[src/rtl/misr_signature_analyzer.sv]
// BIST response compactor: folds ALU results into a Galois-form MISR and checks the final signature.
// Optional stall watchdog enabled by defining MISR_TIMEOUT_EN (adds TIMEOUT_CYCLES and the timeout port).
module misr_signature_analyzer #(
    parameter int               WIDTH         = 8,
    parameter int               PATTERN_COUNT = 256,
    parameter logic [WIDTH-1:0] POLY          = 8'h1D,
    parameter logic [WIDTH-1:0] SEED          = 8'h00,
    parameter int               CNT_W         = $clog2(PATTERN_COUNT + 1)
`ifdef MISR_TIMEOUT_EN
    ,
    parameter int               TIMEOUT_CYCLES = 1024
`endif
) (
    input  logic             clk,
    input  logic             rst_n,
    input  logic             start,
    input  logic [WIDTH-1:0] alu_result,
    input  logic             result_valid,
    input  logic [WIDTH-1:0] golden_sig,
    output logic [WIDTH-1:0] signature,
    output logic [CNT_W-1:0] pattern_cnt,
    output logic             busy,
    output logic             done,
    output logic             pass
`ifdef MISR_TIMEOUT_EN
    ,
    output logic             timeout
`endif
);

    localparam logic [1:0] ST_IDLE  = 2'd0;
    localparam logic [1:0] ST_RUN   = 2'd1;
    localparam logic [1:0] ST_CHECK = 2'd2;
    localparam logic [1:0] ST_DONE  = 2'd3;

    localparam logic [CNT_W-1:0] LAST_CNT = CNT_W'(PATTERN_COUNT - 1);

    logic [1:0]       state;
    logic [WIDTH-1:0] shifted;
    logic [WIDTH-1:0] misr_next;
    logic             start_ok;

    assign start_ok = start && ((state == ST_IDLE) || (state == ST_DONE));
    assign busy     = (state == ST_RUN) || (state == ST_CHECK);

    // Galois step: shift left, fold the dropped MSB back through POLY, then mix in the new result.
    always_comb begin
        shifted = {signature[WIDTH-2:0], 1'b0};
        if (signature[WIDTH-1]) begin
            shifted = shifted ^ POLY;
        end
        misr_next = shifted ^ alu_result;
    end

`ifdef MISR_TIMEOUT_EN
    localparam int                 STALL_W    = $clog2(TIMEOUT_CYCLES + 1);
    localparam logic [STALL_W-1:0] STALL_LAST = STALL_W'(TIMEOUT_CYCLES - 1);

    logic [STALL_W-1:0] stall_cnt;
    logic               stall_expire;

    assign stall_expire = (state == ST_RUN) && !result_valid && (stall_cnt == STALL_LAST);

    always_ff @(posedge clk or negedge rst_n) begin
        if (!rst_n) begin
            stall_cnt <= '0;
            timeout   <= 1'b0;
        end else if (start_ok) begin
            stall_cnt <= '0;
            timeout   <= 1'b0;
        end else if (state == ST_RUN) begin
            if (result_valid) begin
                stall_cnt <= '0;
            end else if (stall_expire) begin
                stall_cnt <= '0;
                timeout   <= 1'b1;
            end else begin
                stall_cnt <= stall_cnt + STALL_W'(1);
            end
        end
    end
`endif

    always_ff @(posedge clk or negedge rst_n) begin
        if (!rst_n) begin
            state       <= ST_IDLE;
            signature   <= SEED;
            pattern_cnt <= '0;
            done        <= 1'b0;
            pass        <= 1'b0;
        end else begin
            case (state)
                ST_IDLE, ST_DONE: begin
                    if (start_ok) begin
                        signature   <= SEED;
                        pattern_cnt <= '0;
                        done        <= 1'b0;
                        pass        <= 1'b0;
                        state       <= ST_RUN;
                    end
                end
                ST_RUN: begin
                    if (result_valid) begin
                        signature   <= misr_next;
                        pattern_cnt <= pattern_cnt + CNT_W'(1);
                        if (pattern_cnt == LAST_CNT) begin
                            state <= ST_CHECK;
                        end
                    end
`ifdef MISR_TIMEOUT_EN
                    else if (stall_expire) begin
                        done  <= 1'b1;
                        pass  <= 1'b0;
                        state <= ST_DONE;
                    end
`endif
                end
                ST_CHECK: begin
                    pass  <= (signature == golden_sig);
                    done  <= 1'b1;
                    state <= ST_DONE;
                end
                default: begin
                    state <= ST_IDLE;
                end
            endcase
        end
    end

endmodule
[config.mk]
export PLATFORM = sky130hd
export DESIGN_NAME = misr_signature_analyzer
export DESIGN_NICKNAME = d
export VERILOG_FILES = /design/src/rtl/misr_signature_analyzer.sv
export SDC_FILE = /design/constraint.sdc
export NUM_CORES = 1
export LEC_CHECK = 0
export BUFFER_PORTS_ARGS = -buffer_cell sky130_fd_sc_hd__buf_4
export CORE_ASPECT_RATIO = 0.75
export CORE_MARGIN = 10
export CORE_UTILIZATION = 35
export DETAILED_ROUTE_END_ITERATION = 6
export PLACE_DENSITY = 0.65
export SYNTH_ARGS = -nofsm -noshare
export SYNTH_HDL_FRONTEND = slang
export SYNTH_SLANG_ARGS = --single-unit
[constraint.sdc]
create_clock -name clk -period 1.9 [get_ports clk]
set_input_delay 0.38 -clock clk [delete_from_list [all_inputs] [get_ports clk]]
set_output_delay 0.38 -clock clk [all_outputs]
set_load 0.02 [all_outputs]
==> summary.md, run 1 <==
| Metric | Value |
|---|---|
| Status | finished, final reports clean |
| Synthesized cell area | 0.001170 mm² |
| Fin cells | 203 |
| Synth top area share | 44.92% |
| RSZ-0062 raised after global routing | false |
| Post-CTS Setup Inserts | 0 |
| Leak pwr | 0.7756 nW |
| Routed Antenna Nets | 0 |
| Slew Limit Fails | 0 |
| Synth top area cells | dfrtp_1 45%, xnor2_1 9.7%, xor2_1 8.2% |
| Drt pass-1 iters | 4 |
| Via count | 971 |
| Arr. time, crit path | 1.37 ns |
| Yosys top cell by area | dfrtp_1 |
| Most used cell, CP | inv_1 |
| Syn_nets | 145 |
| Rows | 18 |
| Die Y-Extent | 70.07 µm |
| N_diodes | 0 |
| Placed cells | 198 |
| Core Footprint | 0.003243 mm² |
| Initial drt markers | 39 |
| Clk_lat worst skew | 0.26 ns |
| Netlist cell types | 28 |
| Mean Syn Cell Area | 9.749 µm² |
| Critical Path End Type | output pin |
| Initial antenna violation count | 0 |
| Routed WL | 2826 µm |
| Mapped Cells | 120 |
| Final worst slack | 0.1534 ns |
| Synth warn | 0 |
| Area after DPL | 0.001510 mm² |
| Crit-path max cell delay | 0.40 ns |
| Hold wc startpoint | alu_result[6] |
| Max_cap viols | 0 |
| H-tree Lvls | 1 |
| I/O Buffers | 39 |
| Pin count of the biggest net entering global routing | 22 |
| DP HPWL | 2319 µm |
| Hold WC Path Type | in -> reg |
| Critical path, cell by cell | inv_1 -> ha_1 -> inv_1 -> buf_4 |
| Sequential fraction of the synthesis area | 44.92% |
| CTS tree | yes |
| VDD IR-drop max | 0.6576 mV |
| #FFs+latches synth | 21 |
| Share of layout cells above drive strength 1 | 31.29% |
| Rel. slew slack | 72.53% |
| Io pins | 40 |
| All-Layer GR Usage | 9.495% |
| Total Power | 2.186 mW |
| Post-route cell area | 0.001574 mm² |
| FF-to-FF End | pattern_cnt[7]$_DFFE_PN0P_ |
| DR WL/cell | 13.92 µm |
| Placement Setup Slack | 0.05837 ns |
| Area grow syn2layout | 34.55% |
| Setup violations, final | 0 |
| Root Buffer | clkbuf_8 |
| Worst path slowest cell | dfrtp_1 |
| Final period util | 91.92% |
| Slew @ Worst Pin | 0.4105 ns |
| Drt drc | 0 |
| Cell Pwr Density | 1389 mW/mm² |
| TNS Setup | 0 ns |
| R2R setup slack | 0.22 ns |
| # clock sinks | 21 |
| Die W | 86.76 µm |
| Die area | 0.006079 mm² |
| CP Launch Type | flop |
| Clock Pin Slew Worst Setup and Hold Paths | 0.08 ns |
| Post-DR vias/cell | 4.783 |
| Vias in the first global route | 1060 |
| FF-to-FF path depth | 6 |
| Origin of the critical flop-to-flop path | state[0]$_DFFE_PN0P_ |
| Max Clock Freq | 572.6 MHz |
| Initial Util | 36.07% |
| Hold depth | 3 |
| Clock Path Buffers | 2 |
| Fin nets | 189 |
| GR Overflow Total | 0 |
| Number of failing hold endpoints at the final stage | 0 |
| Critical path peak fanout | 5 |
| GPL Wtd Cong | 0.7792 |
| Fin Clk Skew | 0.003028 ns |
| Final min period | 1.747 ns |
| First-pass GRT wire length | 4823 µm |
| Setup CP Type | reg -> out |
| Hold EP | signature[6]$_DFFE_PN0P_ |
| Inserted Clock Buffers | 3 |
| Critical Path RT | 1.52 ns |
## sequential cells by signal, summed over array words and instances, names as in the netlist
name,cells
state,2
pass,1
signature,8
done,1
pattern_cnt,9
## worst max-delay path by stage
stage	from	endpoint	slack, ns	cells after the start
floorplan	pattern_cnt[2]$_DFFE_PN0P_	state[1]$_DFFE_PN0P_	0.38	8
global placement	state[0]$_DFFE_PN0P_	pattern_cnt[0]$_DFFE_PN0P_	0.18	5
detailed placement	state[0]$_DFFE_PN0P_	signature[3]$_DFFE_PN0P_	0.06	5
CTS	state[0]$_DFFE_PN0P_	signature[3]$_DFFE_PN0P_	0.03	5
global route	state[0]$_DFFE_PN0P_	busy	0.04	4
finish	state[0]$_DFFE_PN0P_	busy	0.15	4
## per-stage QoR
stage / hold slack [ns] / util (%)
global route: 0.4083 / 48.53
CTS: 0.4024 / 48.30
global placement: 0.2756 / 46.57
detailed placement: 0.2793 / 46.57
floorplan: 0.08441 / -
finish: 0.3995 / 48.53
## routing by layer
metal	global-route usage, %	vias to the layer above	routed length, µm
li1	-	489	-
met1	10.66	463	1191
met2	16.61	15	1472
met3	2.317	4	125
met4	3.770	0	36
met5	0	-	0
## logic make-up after synthesis
logic type	share of synthesized area, %
simple gates	17.65
xor+xnor	17.97
flops	44.92
compound gates	9.198
buf+inv	2.781
fa+ha+maj	5.348
mux	2.139
## cells in the final DEF, fill, tap and decap left out
cell	synthesis	layout
and4_1	1	1
or3_1	1	1
clkinv_2	0	1
inv_1	4	4
buf_4	1	41
nand3_1	2	1
nand2b_2	0	1
nor4_1	1	1
mux2_4	1	1
clkbuf_8	0	3
a32o_1	1	1
a22o_1	1	1
dfrtp_1	21	21
and3_1	2	2
o21ai_0	11	11
nand4_1	5	5
xor2_1	11	11
a31oi_1	1	1
a21o_1	1	1
nor2_1	8	8
dlygate4sd3_1	0	1
nand2_1	17	17
and3_2	1	1
a21oi_1	4	4
xnor2_1	13	13
nand3_2	1	2
and2_2	1	1
mux2i_1	1	1
ha_1	5	5
and2_1	1	1
## Yosys cell counts
library cell and instances:
a21o_1 1, a21oi_1 4, a22o_1 1, a31oi_1 1
a32o_1 1, and2_1 1, and2_2 1, and3_1 2
and3_2 1, and4_1 1, buf_2 2, buf_4 1
dfrtp_1 21, ha_1 5, inv_1 4, mux2_4 1
mux2i_1 1, nand2_1 17, nand2b_1 1, nand3_1 2
nand3_2 1, nand4_1 5, nor2_1 8, nor4_1 1
o21ai_0 11, or3_1 1, xnor2_1 13, xor2_1 11
## cell type report
class                           instances  area [µm²]
Timing Repair Buffer                   42       317.8
Clock buffer                            3       41.29
Multi-Input combinational cell         92       619.3
Fill cell                             331        1669
Clock inverter                          1       5.005
Inverter                                4       15.01
Sequential cell                        21       525.5
Tap cell                               40       50.05
## power breakdown
part           leakage, nW  internal [mW]  switching [mW]
registers            0.281          0.571           0.167
clock network       0.0255          0.146           0.146
logic                0.469          0.519           0.636
## repair_timing
| item | 4_1_cts | 5_1_grt |
|---|---|---|
| resized for setup | 0 | 2 |
| hold endpoints to repair | 12 | 0 |
| endpoints found under the setup margin | 0 | 11 |
| hold buffers | 1 | 0 |
## worst max-delay path: cells and delay by family (launching register included)
family	cells	cell delay [ns]
flops	1	0.40
buf+inv	3	0.35
fa+ha+maj	1	0.36
Power figures use the tool's default switching activity.
==> inputs of run 2 (changes only) <==
- SETUP_SLACK_MARGIN: unset -> 0.3
==> summary.md, run 2 (same netlist as run 1, synthesis figures left out) <==
| Metric | Value |
|---|---|
| Status | finished, final reports clean |
| Largest Register | pattern_cnt |
| Via count | 997 |
| N_diodes | 0 |
| Max Clock Freq | 637.9 MHz |
| Die area | 0.006079 mm² |
| Slew @ Worst Pin | 0.4712 ns |
| Initial antenna violation count | 0 |
| Critical path peak fanout | 5 |
| Final min period | 1.568 ns |
| Number of failing hold endpoints at the final stage | 0 |
| Hold wc startpoint | alu_result[6] |
| Clock Path Buffers | 2 |
| Hold WC Path Type | in -> reg |
| First-pass GRT wire length | 4912 µm |
| Final period util | 82.50% |
| Clock Pin Slew Worst Setup and Hold Paths | 0.08 ns |
| Rows | 18 |
| # clock sinks | 21 |
| Commonest non-fill, non-tap cells in the layout | 49 x buf_4, 21 x dfrtp_1, 14 x nand2_1 |
| Fin cells | 212 |
| Max reg flops | 9 |
| H-tree Lvls | 1 |
| Commonest non-fill, non-tap cell in the layout | buf_4 |
| Die Y-Extent | 70.07 µm |
| Total Power | 2.420 mW |
| All-Layer GR Usage | 9.684% |
| Final worst slack | 0.3324 ns |
| Cell Pwr Density | 1416 mW/mm² |
| Origin of the critical flop-to-flop path | state[1]$_DFFE_PN0P_ |
| Critical Path End Type | output pin |
| Placed cells | 198 |
| Slew Limit Fails | 0 |
| Root Buffer | clkbuf_8 |
| TNS Setup | 0 ns |
| GPL Wtd Cong | 0.7792 |
| Setup violations, final | 0 |
| Routed WL | 2995 µm |
| Clk_lat worst skew | 0.26 ns |
| CTS tree | yes |
| Leak pwr | 0.8253 nW |
| Drt pass-1 iters | 4 |
| Fin Clk Skew | 0.002659 ns |
| Max_cap viols | 0 |
| Setup CP Type | reg -> out |
| DP HPWL | 2319 µm |
| RSZ-0062 raised after global routing | true |
| I/O Buffers | 39 |
| Routed Antenna Nets | 0 |
| Vias in the first global route | 1060 |
| Post-DR vias/cell | 4.703 |
| Die W | 86.76 µm |
| Pin count of the biggest net entering global routing | 22 |
| Critical Path RT | 1.52 ns |
| Fin nets | 198 |
| Inserted Clock Buffers | 3 |
| Drt drc | 0 |
| VDD IR-drop max | 0.7123 mV |
| Core Footprint | 0.003243 mm² |
| DR WL/cell | 14.13 µm |
| Top Registers | pattern_cnt (9), signature (8), state (2) |
| Share of layout cells above drive strength 1 | 41.86% |
| Placement Setup Slack | 0.05837 ns |
| Initial drt markers | 39 |
| Rel. slew slack | 68.47% |
| Initial Util | 36.07% |
| GR Overflow Total | 0 |
| Arr. time, crit path | 1.19 ns |
| Area grow syn2layout | 46.10% |
| Crit. Startpoint | state[1]$_DFFE_PN0P_ |
| CP Launch Type | flop |
| Io pins | 40 |
==> run 2: final cells by class <==
type                            instances  area, µm²
Fill cell                             310       1534
Multi-Input combinational cell         92      680.7
Timing Repair Buffer                   51      389.1
Sequential cell                        21      525.5
Clock buffer                            3      41.29
Clock inverter                          1      5.005
Inverter                                4      17.52
Tap cell                               40      50.05
==> run 2: critical path: stages (launching register included) <==
cell	delay, ns
dfrtp_1	0.43
ha_4	0.33
inv_4	0.05
buf_6	0.12
==> run 2: metrics by stage <==
step	hold slack (ns)	util (%)	cell area, µm²
2_1_floorplan	0.08441	-	1170
3_3_place_gp	0.2756	46.57	1510
3_5_place_dp	0.2793	46.57	1510
4_1_cts	0.4024	49.77	1614
5_1_grt	0.4075	52.70	1709
6_report	0.4001	52.70	1709
==> run 2: timing repair <==
item | CTS | global route
resized for setup | 6 | 13
setup endpoints to repair | 20 | 16
setup buffers | 2 | 7
hold endpoints to repair | 12 | 0
pin swaps | 0 | 7
hold buffers | 1 | 0
==> run 2: final timing paths <==
check / end / slack (ns) / cells past startpoint
max in group asynchronous: signature[5]$_DFFE_PN0P_ / 1.13 / 2
worst max register to register: pattern_cnt[7]$_DFFE_PN0P_ / 0.36 / 5
worst max-delay path: busy / 0.33 / 3
worst min-delay path: signature[6]$_DFFE_PN0P_ / 0.40 / 3
min in group asynchronous: signature[0]$_DFFE_PN0P_ / 0.55 / 2
worst min register to register: pass$_DFFE_PN0P_ / 0.55 / 1
==> run 2: per-layer routing <==
metal | wire length, µm | global-route usage [%] | share of wire (%) | up-vias
li1 | - | - | - | 509
met1 | 1256 | 11.34 | 42 | 465
met2 | 1565 | 16.45 | 52 | 19
met3 | 136 | 2.317 | 4.5 | 4
met4 | 36 | 3.770 | 1.2 | 0
met5 | 0 | 0 | 0 | -
==> run 2: report_power, final <==
group          leakage [nW]  internal [mW]  switching, mW
clock network        0.0255          0.146          0.145
logic                 0.519          0.671          0.718
registers             0.281          0.571          0.169
total                 0.825           1.39           1.03
